<file path="config.mk">
export PLATFORM = sky130hd
export DESIGN_NAME = mem_read_arbiter
export DESIGN_NICKNAME = d
export VERILOG_FILES = /design/src/rtl/mem_read_arbiter.sv
export SDC_FILE = /design/constraint.sdc
export NUM_CORES = 1
export LEC_CHECK = 0
export ABC_AREA = 1
export CORE_MARGIN = 3
export CORE_UTILIZATION = 48
export DETAILED_ROUTE_END_ITERATION = 8
export PLACE_DENSITY = 0.86
export SETUP_SLACK_MARGIN = 0.2
export SLEW_MARGIN = 25
export SYNTH_ARGS = -nofsm -noshare
export SYNTH_HDL_FRONTEND = slang
export SYNTH_SLANG_ARGS = --single-unit
</file>
<file path="constraint.sdc">
create_clock -name clk -period 3.4 [get_ports clk]
set_input_delay 0.51 -clock clk [delete_from_list [all_inputs] [get_ports clk]]
set_output_delay 0.51 -clock clk [all_outputs]
set_load 0.02 [all_outputs]
</file>
<file path="src/rtl/mem_read_arbiter.sv">
// Two-port (I/D) read arbiter in front of one variable-latency read-only memory.
// Optional `ARB_ROUND_ROBIN_EN` selects round-robin arbitration instead of fixed D>I priority.
module mem_read_arbiter #(
  parameter int unsigned TIMEOUT_CYCLES = 64,
  parameter logic [31:0] ERR_DATA       = 32'h0000_0000
) (
  input  logic        clk,
  input  logic        reset_n,
  input  logic        i_req,
  input  logic [31:0] i_addr,
  output logic [31:0] i_rdata,
  output logic        i_valid,
  output logic        i_err,
  input  logic        d_req,
  input  logic [31:0] d_addr,
  output logic [31:0] d_rdata,
  output logic        d_valid,
  output logic        d_err,
  output logic [31:0] mem_addr,
  output logic        mem_read_en,
  input  logic [31:0] mem_data,
  input  logic        mem_dvalid,
  output logic        busy,
  output logic        owner
);

  localparam logic [1:0] StIdle  = 2'd0;
  localparam logic [1:0] StGrant = 2'd1;
  localparam logic [1:0] StDone  = 2'd2;

  localparam logic [15:0] TimeoutLast = 16'(TIMEOUT_CYCLES - 1);

  logic [1:0]  state_q, state_d;
  logic [31:0] mem_addr_q, mem_addr_d;
  logic        owner_q, owner_d;
  logic [15:0] cnt_q, cnt_d;
  logic [31:0] i_rdata_q, i_rdata_d;
  logic [31:0] d_rdata_q, d_rdata_d;
  logic        i_valid_q, i_valid_d;
  logic        i_err_q, i_err_d;
  logic        d_valid_q, d_valid_d;
  logic        d_err_q, d_err_d;
  logic        pick_d;

`ifdef ARB_ROUND_ROBIN_EN
  // last_q: port granted most recently, 0 = I, 1 = D
  logic last_q, last_d;

  assign pick_d = d_req && (!i_req || !last_q);
`else
  assign pick_d = d_req;
`endif

  always_comb begin
    state_d    = state_q;
    mem_addr_d = mem_addr_q;
    owner_d    = owner_q;
    cnt_d      = cnt_q;
    i_rdata_d  = i_rdata_q;
    d_rdata_d  = d_rdata_q;
    i_valid_d  = 1'b0;
    i_err_d    = 1'b0;
    d_valid_d  = 1'b0;
    d_err_d    = 1'b0;
`ifdef ARB_ROUND_ROBIN_EN
    last_d     = last_q;
`endif
    case (state_q)
      StIdle, StDone: begin
        if (i_req || d_req) begin
          state_d    = StGrant;
          owner_d    = pick_d;
          mem_addr_d = pick_d ? d_addr : i_addr;
          cnt_d      = 16'd0;
`ifdef ARB_ROUND_ROBIN_EN
          last_d     = pick_d;
`endif
        end else begin
          state_d = StIdle;
        end
      end
      StGrant: begin
        if (mem_dvalid) begin
          state_d = StDone;
          if (owner_q) begin
            d_rdata_d = mem_data;
            d_valid_d = 1'b1;
          end else begin
            i_rdata_d = mem_data;
            i_valid_d = 1'b1;
          end
        end else if (cnt_q == TimeoutLast) begin
          state_d = StDone;
          if (owner_q) begin
            d_rdata_d = ERR_DATA;
            d_valid_d = 1'b1;
            d_err_d   = 1'b1;
          end else begin
            i_rdata_d = ERR_DATA;
            i_valid_d = 1'b1;
            i_err_d   = 1'b1;
          end
        end else begin
          cnt_d = cnt_q + 16'd1;
        end
      end
      default: state_d = StIdle;
    endcase
  end

  always_ff @(posedge clk) begin
    if (!reset_n) begin
      state_q    <= StIdle;
      mem_addr_q <= 32'h0;
      owner_q    <= 1'b0;
      cnt_q      <= 16'd0;
      i_rdata_q  <= 32'h0;
      d_rdata_q  <= 32'h0;
      i_valid_q  <= 1'b0;
      i_err_q    <= 1'b0;
      d_valid_q  <= 1'b0;
      d_err_q    <= 1'b0;
`ifdef ARB_ROUND_ROBIN_EN
      last_q     <= 1'b0;
`endif
    end else begin
      state_q    <= state_d;
      mem_addr_q <= mem_addr_d;
      owner_q    <= owner_d;
      cnt_q      <= cnt_d;
      i_rdata_q  <= i_rdata_d;
      d_rdata_q  <= d_rdata_d;
      i_valid_q  <= i_valid_d;
      i_err_q    <= i_err_d;
      d_valid_q  <= d_valid_d;
      d_err_q    <= d_err_d;
`ifdef ARB_ROUND_ROBIN_EN
      last_q     <= last_d;
`endif
    end
  end

  // Strobe drops in the same cycle the memory presents data.
  assign mem_read_en = (state_q == StGrant) && !mem_dvalid;
  assign busy        = (state_q == StGrant);
  assign mem_addr    = mem_addr_q;
  assign owner       = owner_q;
  assign i_rdata     = i_rdata_q;
  assign i_valid     = i_valid_q;
  assign i_err       = i_err_q;
  assign d_rdata     = d_rdata_q;
  assign d_valid     = d_valid_q;
  assign d_err       = d_err_q;

endmodule

</file>
* After elaboration in Yosys (flattened, before gate mapping) *
Cells that the tools add are included.

word-level totals
  register bits = 119
  bits of input ports = 101

cells by class
  reductions and logical operators = 13
  muxes and demuxes = 23
  add/sub/neg operators = 1
  eq/ne operators = 7
  bitwise operators = 3

operator list
  cell                     number
  $mux W32                 9
  $mux W16                 3
  $pmux W16 S2             1
  $add A16 B1 Y16 const B  1
  $eq A16 B6 Y1 const B    1
  $mux W1                  7
  $ne A2 B2 Y1 const B     3
  $reduce_and A3 Y1        2
  $mux W2                  2
  $pmux W2 S2              1
  $reduce_and A2 Y1        2
  $reduce_and A4 Y1        1
  $reduce_bool A2 Y1       2
  $ne A3 B2 Y1 const B     1
  $not A1 Y1               3
  $reduce_or A3 Y1         1
  $eq A2 B1 Y1 const B     1
  $eq A2 B2 Y1 const B     1
  $logic_not A2 Y1         1
  $reduce_or A2 Y1         1
  $logic_and A1 B1 Y1      1
  $logic_not A1 Y1         1
  $logic_or A1 B1 Y1       1

* Depth between registers and ports, before layout *
  word-level depth = 4
  mapped depth = 11
  mapped depth without buffers = 10

* Least setup slack after synthesis *
Ideal clock, no wire load.

  path type = reg2reg
  from = register cnt_q[0]
  to = register i_rdata_q[22], in the netlist i_rdata[22]
  cell stages (with the launch flop) = 11
  slack = 1.798 ns
  required time = 3.285 ns
  path buffers = 2
  library setup time = 0.115 ns
  arrival = 1.487 ns
  clock period less this slack = 1.602 ns
  path through = dfxtp_1 -> ha_1 -> nand3_2 -> nor2_1 -> nand3_2 -> nand2_2 -> buf_6 -> buf_6 -> nand3_1 -> nand2_1 -> nor2_1

on the way
  cells in the longest elaborated chain, start to end = 3

ends and longest elaborated chain
  element                       RTL line  text
  start, declared               36        logic [15:0] cnt_q, cnt_d;
  start signal, assigned        130       cnt_q <= cnt_d;
  $eq A16 B6 Y1                 92        end else if (cnt_q == TimeoutLast) begin
  $reduce_bool A2 Y1 (no line)  -
  $reduce_and A3 Y1 (no line)   -
  end signal, assigned          131       i_rdata_q <= i_rdata_d;
  end, declared                 37        logic [31:0] i_rdata_q, i_rdata_d;

No other way between the ends.
A chain may end at the register's enable or synchronous reset.

* Worst setup path in the final report *
  from = register state_q[0]
  to = output port mem_read_en

on the way
  cells in the longest elaborated chain, start to end = 2

ends and longest elaborated chain
  element                 RTL line  text
  start, declared         33        logic [1:0] state_q, state_d;
  start signal, assigned  113       state_q <= StIdle;
  start signal, assigned  127       state_q <= state_d;
  $eq A2 B1 Y1            144       assign mem_read_en = (state_q == StGrant) && !mem_dvalid;
  $logic_and A1 B1 Y1     144
  end, declared           20        output logic mem_read_en,

No other way between the ends.

==> impl_metrics.ini <==
[global_routing]
antenna_found_initial = 0
grt_max_degree = 86
grt_pass1_wl_um = 26300
overflow = 0
grtUsageTotal_pct = 25.2
grt_pass1_vias = 5491

[min_path]
holdCritPathClass = reg2reg

[sta]
setup_viol = 0
final_hold_viol_count = 0
period_share_pct = 71.3
slew_violations = 0
finalSetupTns_ns = 0
skew_ns = 0.0104
fin_ws_ns = 0.976
post-route-min-period_ns = 2.42
max_freq_mhz = 413
rsz0062_at_grt = no
worstMarginPinSlew_ns = 0.866
relSlewSlack_pct = 42.2

[power]
pwr-share-comb_pct = 17.9
switching_share_pct = 27.1
peakVddDrop_mv = 0.408
clockPowerShare_pct = 43.8
fin_total_pwr_uw = 3960
internal_power_uw = 2890
p_switching_uw = 1070
p_leak_uw = 0.00335
p_seq_share_pct = 38.3
power_density_nw_per_um2 = 493

[die]
dieHeight_um = 113
dieArea_um2 = 12800
coreArea_um2 = 11000
die_w_um = 113
start_util_pct = 50.1
fp-row-count = 38
io_pins = 204

[synth]
syn_area_per_cell_um2 = 6.69
syn-num-nets = 928
ys_warn_count = 0
async_flop_share_pct = 0
synth_area_leader_cell = dfxtp_1
synth_edf_count = 0
synthTopCellsByCount = 177 x nand2_1, 134 x a21oi_1, 133 x nor2_1, 119 x dfxtp_1, 84 x nand3_1
yosys.area.top_type_share_pct = 43.1
synth.most_common_cell = nand2_1
syn_inst = 826
synth.distinct_cells = 27
ys_top_cells_by_area = dfxtp_1 43%, a21oi_1 12%, nand2_1 12%
syn_area_um2 = 5520
ys_seq_elements = 119
synth_ff_type = dfxtp_1
yosysSeqAreaShare_pct = 43.1

[cts]
clock_latency_ns = 0.41
clockBufferDepth = 2
postCtsResizedCells = 0
cts_buffers = 17
cts_tree = yes
cts.sinks = 119
path_clk_slew_ns = 0.05
clockRootBuffer = clkbuf_16
postCtsSetupRepairBufs = 0
hold_buffers = 0
cts_max_level = 4

[setup_path]
critPathLaunchType = register
crit_path_start = state_q[0]
critPathCaptureType = primary output
r2r-start = cnt_q[0]
r2r_cells = 9
cp_max_fo = 8
r2r_slack_ns = 1.15
cp-endpoint = mem_read_en
cp.required_ns = 2.89
critPathKind = reg2out
r2r-end = d_rdata[3]
worstPathArrival_ns = 1.91

[detailed_routing]
drtAntennaViolNets = 0
dr.pass1.iters = 5
wl_per_cell_um = 14.2
drc = 0
viasPerCell = 5.14
drt_iter0_drc = 512
via_count = 5916
wirelength_um = 16300

[placed_design]
port_buffers = 203
place_congestion = 0.891
pre_cts_slack_ns = 1.05
place_area_um2 = 7470
dp_hpwl_um = 10800

[run]
cap_viol_max_count = 0

[cells_and_area]
antenna_cells = 0
areaGrowthSynthToFinish_pct = 45.7
nets = 1099
fillers = 883
final_area_um2 = 8050
fin_util_pct = 73.0
drive_gt1_share_pct = 5.05

[status]
status = finished clean
-- layer usage --
| metal | share of wire, % | routed length [µm] | vias to the layer above | track usage [%] |
|---|---|---|---|---|
| met5 | 0 | 0 | - | 0 |
| met4 | 3.0 | 491 | 0 | 10.0 |
| met3 | 10 | 1680 | 36 | 9.79 |
| met2 | 48 | 7760 | 262 | 41.9 |
| met1 | 39 | 6390 | 2607 | 29.2 |
| li1 | - | - | 3011 | - |
-- metrics by stage --
step                hold slack (ns)  instances
floorplan                     0.473        826
CTS                           0.481       1150
global placement              0.458       1118
detailed placement            0.466       1118
global route                  0.506       1150
finish                        0.477       1150
-- registers in the layout, summed over array words and instances (netlist names), 2 cells and up --
name / flops
state_q: 2
cnt_q: 16
mem_addr: 32
d_rdata: 32
i_rdata: 32
-- power by group through the flow --
stage | registers, µW | logic, µW | clock network (µW)
after floorplan | 1630 | 300 | 0
after global placement | 1540 | 698 | 0
after detailed placement | 1550 | 703 | 0
after CTS | 1520 | 712 | 1750
after global routing | 1530 | 777 | 1820
final | 1520 | 710 | 1740
-- placed cells by master, fill, tap and decap left out, drive strengths merged --
cell type	netlist	final
inv	65	65
clkbuf	33	19
nand3	86	86
nor3b	1	1
a21oi	134	134
nand2	178	178
nor2	135	135
nor3	2	2
clkinv	2	10
clkdlybuf4s50	0	201
buf	26	10
clkinvlp	0	3
o21ai	39	39
nor4	2	2
bufinv	0	2
nand3b	1	1
dfxtp	119	119
ha	1	1
xor2	1	1
o21bai	1	1
-- worst min path at each step --
stage / from / to / slack (ns) / depth (start not counted)
2_1_floorplan: cnt_q[1] / cnt_q[1] / 0.47 / 2
3_3_place_gp: i_rdata[30] / i_rdata[30] / 0.46 / 2
3_5_place_dp: d_rdata[24] / d_rdata[24] / 0.47 / 2
4_1_cts: d_rdata[24] / d_rdata[24] / 0.48 / 2
5_1_grt: d_rdata[5] / d_rdata[5] / 0.51 / 2
6_report: d_rdata[1] / d_rdata[1] / 0.48 / 2
-- logic make-up after synthesis --
group | Yosys count | share of synthesized area, %
and+or+nand+nor | 405 | 30.1
AOI/OAI and AO/OA | 174 | 15.9
buffers and inverters | 126 | 10.5
DFF | 119 | 43.1
xor gates and xnor gates | 1 | 0.159
adders and majority gates | 1 | 0.226
-- critical path, cell delays in order, from the launching register on --
cell,delay (ns)
dfxtp_1,0.32
inv_2,0.05
nor2_4,0.21
inv_2,0.13
nor2_1,0.14
clkdlybuf4s50_1,0.67
-- area by class of cell --
type                    count  area [µm²]  share of cell area (%)
multi-input cells         581        2570                    31.9
well taps                 140         175                    2.18
clock buffers              19         443                    5.50
clock inverters            13         130                    1.62
flip-flops and latches    119        2380                    29.6
inverters                  67         253                    3.14
repair buffers            211        2090                    26.0
Note: power is estimated with default switching activity, not from simulation.
